## config.mk

```make
export PLATFORM = sky130hd
export DESIGN_NAME = word_checker_param_flat
export DESIGN_NICKNAME = d
export VERILOG_FILES = /design/src/rtl/checker_pkg.sv /design/src/rtl/word_checker_param_if.sv /design/src/rtl/key_event_sync.sv /design/src/rtl/word_checker_param.sv /design/src/flat_wrapper.sv
export SDC_FILE = /design/constraint.sdc
export NUM_CORES = 1
export LEC_CHECK = 0
export BUFFER_PORTS_ARGS = -buffer_cell sky130_fd_sc_hd__clkbuf_2
export CORE_MARGIN = 2
export CORE_UTILIZATION = 40
export DETAILED_ROUTE_END_ITERATION = 6
export GPL_TIMING_DRIVEN = 0
export PLACE_DENSITY_LB_ADDON = 0.08
export SETUP_SLACK_MARGIN = 0.4
export SLEW_MARGIN = 15
export SYNTH_ARGS = -nofsm -noshare
export SYNTH_HDL_FRONTEND = slang
export SYNTH_SLANG_ARGS = --single-unit
```

## constraint.sdc

```tcl
create_clock -name clk -period 2.74 [get_ports clk]
set_clock_uncertainty 0.1 [all_clocks]
set_input_delay 0.137 -clock clk [delete_from_list [all_inputs] [get_ports clk]]
set_output_delay 0.137 -clock clk [all_outputs]
set_load 0.02 [all_outputs]
```

## src/rtl/checker_pkg.sv

```systemverilog
// rtl/checker_pkg.sv - shared state encoding, default widths and saturating increment for word_checker_param
package checker_pkg;

  typedef enum logic [1:0] {
    IDLE = 2'd0,
    TYPE = 2'd1,
    PASS = 2'd2,
    FAIL = 2'd3
  } state_t;

  localparam int DEF_LETTER_W = 5;
  localparam int DEF_MAX_LEN  = 8;
  localparam int DEF_CNT_W    = 6;

  // Counters of any width up to 32 bits hold at their all-ones value.
  function automatic logic [31:0] sat_inc(input logic [31:0] value, input int width);
    logic [31:0] top;
    top = (32'd1 << width) - 32'd1;
    return (value >= top) ? value : value + 32'd1;
  endfunction

endpackage

```

## src/rtl/word_checker_param_if.sv

```systemverilog
// rtl/word_checker_param_if.sv - word supply handshake between the register bank and the checker
interface word_checker_param_if #(
  parameter int LETTER_W = 5,
  parameter int MAX_LEN  = 8,
  parameter int LEN_W    = $clog2(MAX_LEN + 1)
);
  logic [MAX_LEN*LETTER_W-1:0] cword;
  logic [LEN_W-1:0]            clen;
  logic                        word_valid;
  logic                        word_ready;

  modport master (output cword, output clen, output word_valid, input word_ready);
  modport slave  (input cword, input clen, input word_valid, output word_ready);
endinterface

```

## src/rtl/key_event_sync.sv

```systemverilog
// rtl/key_event_sync.sv - two-flop synchroniser for the key-release level plus rising-edge detect
module key_event_sync (
  input  logic clk,
  input  logic reset,
  input  logic kr,
  output logic key_evt
);
  logic [2:0] sync;

  always_ff @(posedge clk) begin
    if (reset) sync <= '0;
    else       sync <= {sync[1:0], kr};
  end

  // sync[2] only delays the synchronised level so a held key yields one event.
  assign key_evt = sync[1] & ~sync[2];
endmodule

```

## src/rtl/word_checker_param.sv

```systemverilog
// rtl/word_checker_param.sv - checks keystrokes against a latched target word, strict or with an error budget
module word_checker_param
  import checker_pkg::*;
#(
  parameter int LETTER_W = DEF_LETTER_W,
  parameter int MAX_LEN  = DEF_MAX_LEN,
  parameter int LEN_W    = $clog2(MAX_LEN + 1),
  parameter int IDX_W    = $clog2(MAX_LEN),
  parameter int CNT_W    = DEF_CNT_W,
  parameter int STRICT   = 1,
  parameter int MAX_ERR  = 3
) (
  input  logic                 clk,
  input  logic                 reset,
  input  logic                 kr,
  input  logic [LETTER_W-1:0]  kstrk,
  word_checker_param_if.slave  wif,
  input  logic                 skip,
  output logic                 pass,
  output logic                 fail,
  output logic [IDX_W-1:0]     cletter,
  output logic [3:0]           nerr,
  output logic [CNT_W-1:0]     npassed,
  output logic [CNT_W-1:0]     nfailed
);
  state_t              state, next_state;
  logic                key_evt;
  logic [LETTER_W-1:0] letters [MAX_LEN];
  logic [LEN_W-1:0]    len_q, len_in;
  logic                hit, last_letter, err_limit, load, key_in_type;

  key_event_sync u_sync (
    .clk     (clk),
    .reset   (reset),
    .kr      (kr),
    .key_evt (key_evt)
  );

  always_comb begin
    len_in      = (32'(wif.clen) > MAX_LEN) ? LEN_W'(MAX_LEN) : wif.clen;
    hit         = (kstrk == letters[cletter]);
    last_letter = (32'(cletter) + 32'd1 == 32'(len_q));
    err_limit   = (32'(nerr) + 32'd1 == MAX_ERR);
    load        = (state == IDLE) && wif.word_valid && (len_in != '0);
    key_in_type = (state == TYPE) && !skip && key_evt;
  end

  always_ff @(posedge clk) begin
    if (reset) state <= IDLE;
    else       state <= next_state;
  end

  always_comb begin
    next_state = state;
    unique case (state)
      IDLE: if (load) next_state = TYPE;
      TYPE: begin
        if (skip) begin
          next_state = FAIL;
        end else if (key_evt) begin
          if (hit) begin
            if (last_letter) next_state = PASS;
          end else if (STRICT != 0 || err_limit) begin
            next_state = FAIL;
          end
        end
      end
      default: next_state = IDLE;
    endcase
  end

  always_comb begin
    wif.word_ready = (state == IDLE);
    pass           = (state == PASS);
    fail           = (state == FAIL);
  end

  // Word latch, letter cursor, error count and the saturating score counters.
  always_ff @(posedge clk) begin
    if (reset) begin
      len_q   <= '0;
      cletter <= '0;
      nerr    <= '0;
      npassed <= '0;
      nfailed <= '0;
      for (int i = 0; i < MAX_LEN; i++) letters[i] <= '0;
    end else begin
      if (load) begin
        for (int i = 0; i < MAX_LEN; i++) letters[i] <= wif.cword[i*LETTER_W +: LETTER_W];
        len_q   <= len_in;
        cletter <= '0;
        nerr    <= '0;
      end else if (key_in_type) begin
        if (hit) begin
          if (!last_letter) cletter <= cletter + IDX_W'(1);
        end else if (STRICT == 0) begin
          nerr <= nerr + 4'd1;
        end
      end
      if (state == PASS) npassed <= CNT_W'(sat_inc(32'(npassed), CNT_W));
      if (state == FAIL) nfailed <= CNT_W'(sat_inc(32'(nfailed), CNT_W));
    end
  end
endmodule

```

## src/flat_wrapper.sv

```systemverilog
// flat-port wrapper written by rule: the top's interface ports become plain ports
module word_checker_param_flat import checker_pkg::*;
#(
  parameter int LETTER_W = DEF_LETTER_W,
  parameter int MAX_LEN  = DEF_MAX_LEN,
  parameter int LEN_W    = $clog2(MAX_LEN + 1),
  parameter int IDX_W    = $clog2(MAX_LEN),
  parameter int CNT_W    = DEF_CNT_W,
  parameter int STRICT   = 1,
  parameter int MAX_ERR  = 3
)
  (clk, reset, kr, kstrk, skip, pass, fail, cletter, nerr, npassed, nfailed, wif_cword, wif_clen, wif_word_valid, wif_word_ready);
  word_checker_param_if #(.LETTER_W(LETTER_W), .MAX_LEN(MAX_LEN), .LEN_W(LEN_W)) wif_i ();
  input  logic clk;
  input  logic reset;
  input  logic kr;
  input  logic [LETTER_W-1:0] kstrk;
  input  logic skip;
  output logic pass;
  output logic fail;
  output logic [IDX_W-1:0] cletter;
  output logic [3:0] nerr;
  output logic [CNT_W-1:0] npassed;
  output logic [CNT_W-1:0] nfailed;
  input wire logic [$bits(wif_i.cword)-1:0] wif_cword;
  input wire logic [$bits(wif_i.clen)-1:0] wif_clen;
  input wire logic [$bits(wif_i.word_valid)-1:0] wif_word_valid;
  output wire logic [$bits(wif_i.word_ready)-1:0] wif_word_ready;
  assign wif_i.cword = wif_cword;
  assign wif_i.clen = wif_clen;
  assign wif_i.word_valid = wif_word_valid;
  assign wif_word_ready = wif_i.word_ready;
  word_checker_param #(.LETTER_W(LETTER_W), .MAX_LEN(MAX_LEN), .LEN_W(LEN_W), .IDX_W(IDX_W), .CNT_W(CNT_W), .STRICT(STRICT), .MAX_ERR(MAX_ERR)) u_core (.clk(clk), .reset(reset), .kr(kr), .kstrk(kstrk), .wif(wif_i), .skip(skip), .pass(pass), .fail(fail), .cletter(cletter), .nerr(nerr), .npassed(npassed), .nfailed(nfailed));
endmodule
```

# After elaboration in Yosys (flattened, before gate mapping)
# Memory sizes are Yosys's and may differ from the RTL's. A register that Yosys moved wholly into a read port is not among the register bits.
# Index checks and enable logic that the tools add are counted.
# W data, S select, Z words.
[word_totals]
ff_bits = 24
elab_cells = 69
output_inout_bits = 22
rom_bits = 0
n_memories = 1
mem_bits_rw = 40
latchBits = 0
[op_classes]
n_shift = 0
bitwise = 13
reduce_logical = 12
n_lt_le_gt_ge = 3
n_addsub = 4
n_div = 0
n_eq_ne = 8
mul = 0
muxes = 22
[mem_list]
columns = ["name", "words", "width", "rd", "rd_ports_with_merged_regs", "wr", "line", "source"]
rows = [
  ["u_core.letters", 8, 5, 1, 1, 8, "word_checker_param.sv:28", "logic [LETTER_W-1:0] letters [MAX_LEN];"],
]
[op_table]
columns = ["cell", "n"]
rows = [
  ["$mux W5", 8],
  ["$eq A32 B4 Y1", 1],
  ["$add A6 B1 Y6 const B", 2],
  ["$ge A6 B6 Y1 const B", 2],
  ["$mux W2", 5],
  ["$or A1 B1 Y1", 8],
  ["$mux W3", 2],
  ["$reduce_and A3 Y1", 2],
  ["$eq A5 B5 Y1", 1],
  ["$mux W1", 5],
  ["$add A3 B1 Y4 const B", 1],
  ["$eq A2 B2 Y1 const B", 2],
  ["$gt A4 B4 Y1 const B", 1],
  ["$logic_and A1 B1 Y1", 4],
  ["$mux W4", 1],
  ["$ne A4 B4 Y1 const B", 1],
  ["$not A1 Y1", 4],
  ["$pmux W2 S2", 1],
  ["$reduce_and A2 Y1", 2],
  ["$reduce_bool A4 Y1", 1],
  ["$add A3 B1 Y3 const B", 1],
  ["$ne A3 B2 Y1 const B", 1],
  ["$eq A2 B1 Y1 const B", 1],
  ["$logic_not A2 Y1", 1],
  ["other kinds (4)", 4],
]

# Logic depth before layout (Yosys ltp)
[depth]
ltp_word = 8
mapped_depth = 8
ltp_nobuf = 7

# Modules after synthesis
# A second synthesis with hierarchy kept.
[hier_totals]
hier_cells = 253
hier_area_um2 = 3101.7
[modules_own_cells]
columns = ["module", "seq_area_each_um2", "n_inst", "area_each_um2", "cells_per_inst"]
rows = [
  ["word_checker_param", 1681.6, 1, 3014.1, 246],
  ["key_event_sync", 60.1, 1, 87.6, 7],
]

# Least setup slack after synthesis
# OpenSTA, ideal clock, no wires.
[synth_timing]
kind = "register to register"
startpoint = "register u_core.state[1]"
endpoint = "memory u_core.letters[0][0] (enable)"
slack_ns = 0.184
setup_ns = 0.415
n_path_buf = 1
synth_period_minus_slack_ns = 2.556
t_required_ns = 2.225
t_arrival_ns = 2.041
stages_incl_launch_ff = 4
path_cell_list = "dfxtp_1 nor3_1 or2_2 clkbuf_1"
[synth_rtl]
columns = ["element", "line", "source"]
rows = [
  ["start: declaration", "word_checker_param.sv:26", "state_t state, next_state;"],
  ["start signal: assignment", "word_checker_param.sv:50", "else state <= next_state;"],
  ["end: declaration", "word_checker_param.sv:28", ""],
]

==> results.md <==
- Status: complete, no violations
- ANT cells: 0
- Max cap viols: 0
- Antenna-violating nets left: 0
- Unrepaired setup endpoints after global routing: true
- Post-synth top flop: edfxtp_1
- CTS clock-pin slew for the worst setup and hold paths: 0.07 ns
- Largest net degree at the start of global routing: 45
- Fmax: 426 MHz
- Tot GR Track Use: 15.7%
- Leak Pwr: 1.72 nW
- Max-slew violation count: 0
- Yosys reg bits: 67
- Worst r2r path cells: 8
- Synth cell types: 40
- Tmin final: 2.35 ns
- CP Class: flop to flop
- Mapped cell area: 3060 sq um
- CP max stage cell: mux4_2
- Max Root-Sink Buffers: 2
- Fin. Hold Viols: 0
- Placement Cell Area: 3550 sq um
- TritonCTS Buffers: 9
- CTS H-tree depth: 3
- Drt first pass iters: 4
- WL per Instance: 13.1 um
- Vias in the first global route: 2144
- Port bufs: 71
- Area leader, netlist: edfxtp_1
- Core Util, Final: 57.4%
- Grt ovf: 0
- Ranking of synthesized cells by area: edfxtp_1 39%, dfxtp_1 18%, and2_1 6.3%
- Routed WL: 6330 um
- Post-synthesis sequential area ratio: 56.9%
- Pwr Density: 514 nW/um^2
- Final #Nets: 438
- Residual DRC count: 0
- Max VDD drop: 0.199 mV
- Clock Sinks: 67
- RD Place Congestion: 0.726
- Hpwl dp: 4120 um
- Crit. End Element: flop
- Reg2reg setup slack: 0.39 ns
- CTS tree: done
- Die Span Y: 91.5 um
- Root Buffer: clkbuf_8
- Site Rows: 31
- HP Class: input port to flop
- Vias: 2218
- Post-synth EDFFs: 40
- First-pass GRT wire length: 10100 um
- Initial Util: 41.8%
- Slowest stage delay, CP: 0.51 ns
- Initial antenna violation count: 0
- Fraction of layout cells with a size suffix above 1: 30.1%
- TNS Setup: 0 ns
- # setup viols final: 0
- Crit-path max FO: 7
- Worst hold start: wif_cword[23]
- Area delta synth->final: 37.4%
- WHS Endpoint: u_core.letters[4][3]$_SDFFCE_PN0P_
- Syn Inst Count: 251
- Finished Cell Area: 4210 sq um
- Die X: 91.5 um
- Via density: 4.57
- Die Area: 8370 sq um
- Final Cycle Share: 85.6%
- Top Ports: 76
- Post-synth ARST share: 0%
- Mean Syn Cell Area: 12.2 sq um
- Hold Path Stages: 2
- Cell family with most CP delay: multiplexers
- Core ar.: 7330 sq um
- Startpoint types: flop
- Worst-skew pair later-pin latency: 0.33 ns
- Relative slew slack: 59.0%
- Initial DRC count: 45
- Synth warn: 0
- Req. time, crit path: 2.89 ns
- Crit path DAT: 2.49 ns
- Post-synth top area share: 39.2%
- CP Buf/Inv Count: 2
- Worst-Margin Slew: 0.615 ns
- Worst-path cell chain: buf_8 -> mux4_2 -> mux2i_2 -> xor2_1 -> nand4bb_1 -> buf_4 -> or3_4 -> a21oi_2
==> registers in the layout, indices dropped and copies added (netlist names), named ones only <==
| name | cells |
|---|---|
| u_core.cletter | 3 |
| u_core.npassed | 6 |
| u_core.nfailed | 6 |
| u_core.letters | 40 |
| u_core.u_sync.sync | 3 |
| u_core.len_q | 4 |
| u_core.state | 2 |
==> cell families (layout without fill, tap and decap cells) <==
| kind of cell | after synthesis | after routing | share of synthesized area, % |
|---|---|---|---|
| AND/OR/NAND/NOR | 101 | 101 | 18.7 |
| AO/OA/AOI/OAI | 25 | 25 | 5.19 |
| XOR/XNOR | 16 | 16 | 4.58 |
| other | 1 | 4 | 0.122 |
| multiplexers | 20 | 20 | 9.52 |
| buffers and inverters | 18 | 150 | 3.80 |
| adder cells (fa/ha/maj) | 3 | 3 | 1.23 |
| flip-flops | 67 | 67 | 56.9 |
==> final cells by class <==
cell class                 instances  area, sq um
buffer                            15          113
clock buffer                      13          149
clock inverter                     3         40.0
fill                             648         3120
inverter                           3         11.3
multi-input combinational        169         1240
sequential                        67         1740
tap                               99          124
timing repair buffer             116          788
==> cell usage after synthesis, types with 3 or more instances <==
cell / n
xnor2_1: 4
nand3b_1: 5
nor2_1: 17
buf_4: 4
clkbuf_1: 7
o21ai_0: 4
dfxtp_1: 27
xor2_1: 12
edfxtp_1: 40
buf_6: 3
mux4_2: 6
nand4_1: 4
mux2i_1: 13
nand3_1: 4
nand2_1: 12
nor2b_1: 16
ha_1: 3
and2_1: 31
a21oi_1: 10
inv_1: 3
or3_1: 4
==> per-layer routing <==
layer  GRT usage, %  part of all wire, %  routed length (um)  up-vias
met5              0                    0                   0        -
met4           7.32                  1.5                  98        0
met3           2.82                  4.3                 271        9
met2           25.2                   47                2950       46
met1           20.4                   48                3020     1022
li1               -                    -                   -     1141
==> where the power goes <==
group          leakage [nW]  internal, mW  switching, mW
registers             0.647          1.13         0.0175
logic                 0.973         0.121          0.105
clock network        0.0974         0.444          0.346
total                  1.72          1.70          0.468
==> how the worst max path moves through the flow <==
stage	startpoint	to	cells after the start
6_report	flop	flop	8
3_5_place_dp	flop	flop	7
4_1_cts	flop	u_core.cletter[1]$_SDFFE_PP0P_	8
3_3_place_gp	flop	flop	7
5_1_grt	flop	flop	8
2_1_floorplan	flop	flop	7
==> cells in the final DEF, fill, tap and decap left out, types with 12 or more instances in the layout <==
cell type and count:
nand2_1 12, and2_1 31, clkbuf_2 71, xor2_1 12, nor2_1 17, edfxtp_1 40
dfxtp_1 26, nor2b_1 16, dlygate4sd3_1 38
==> per-stage QoR <==
stage	total power [mW]	cells	setup WS, ns	hold WS, ns
final	2.16	485	0.395	0.0108
after floorplan	1.28	254	0.488	0.165
after global routing	2.25	485	0.285	0.0276
after detailed placement	1.35	424	0.194	0.252
after global placement	1.35	424	0.236	0.246
after CTS	2.18	485	0.374	0.000502
==> timing repair <==
| item | 4_1_cts | 5_1_grt |
|---|---|---|
| hold endpoints to repair | 38 | 0 |
| endpoints found under the setup margin | 6 | 46 |
| pin swaps | 7 | 1 |
| hold buffers | 38 | 0 |
| setup buffers | 7 | 0 |
| gates resized for setup | 6 | 4 |
Note: power is estimated with default switching activity, not from simulation.
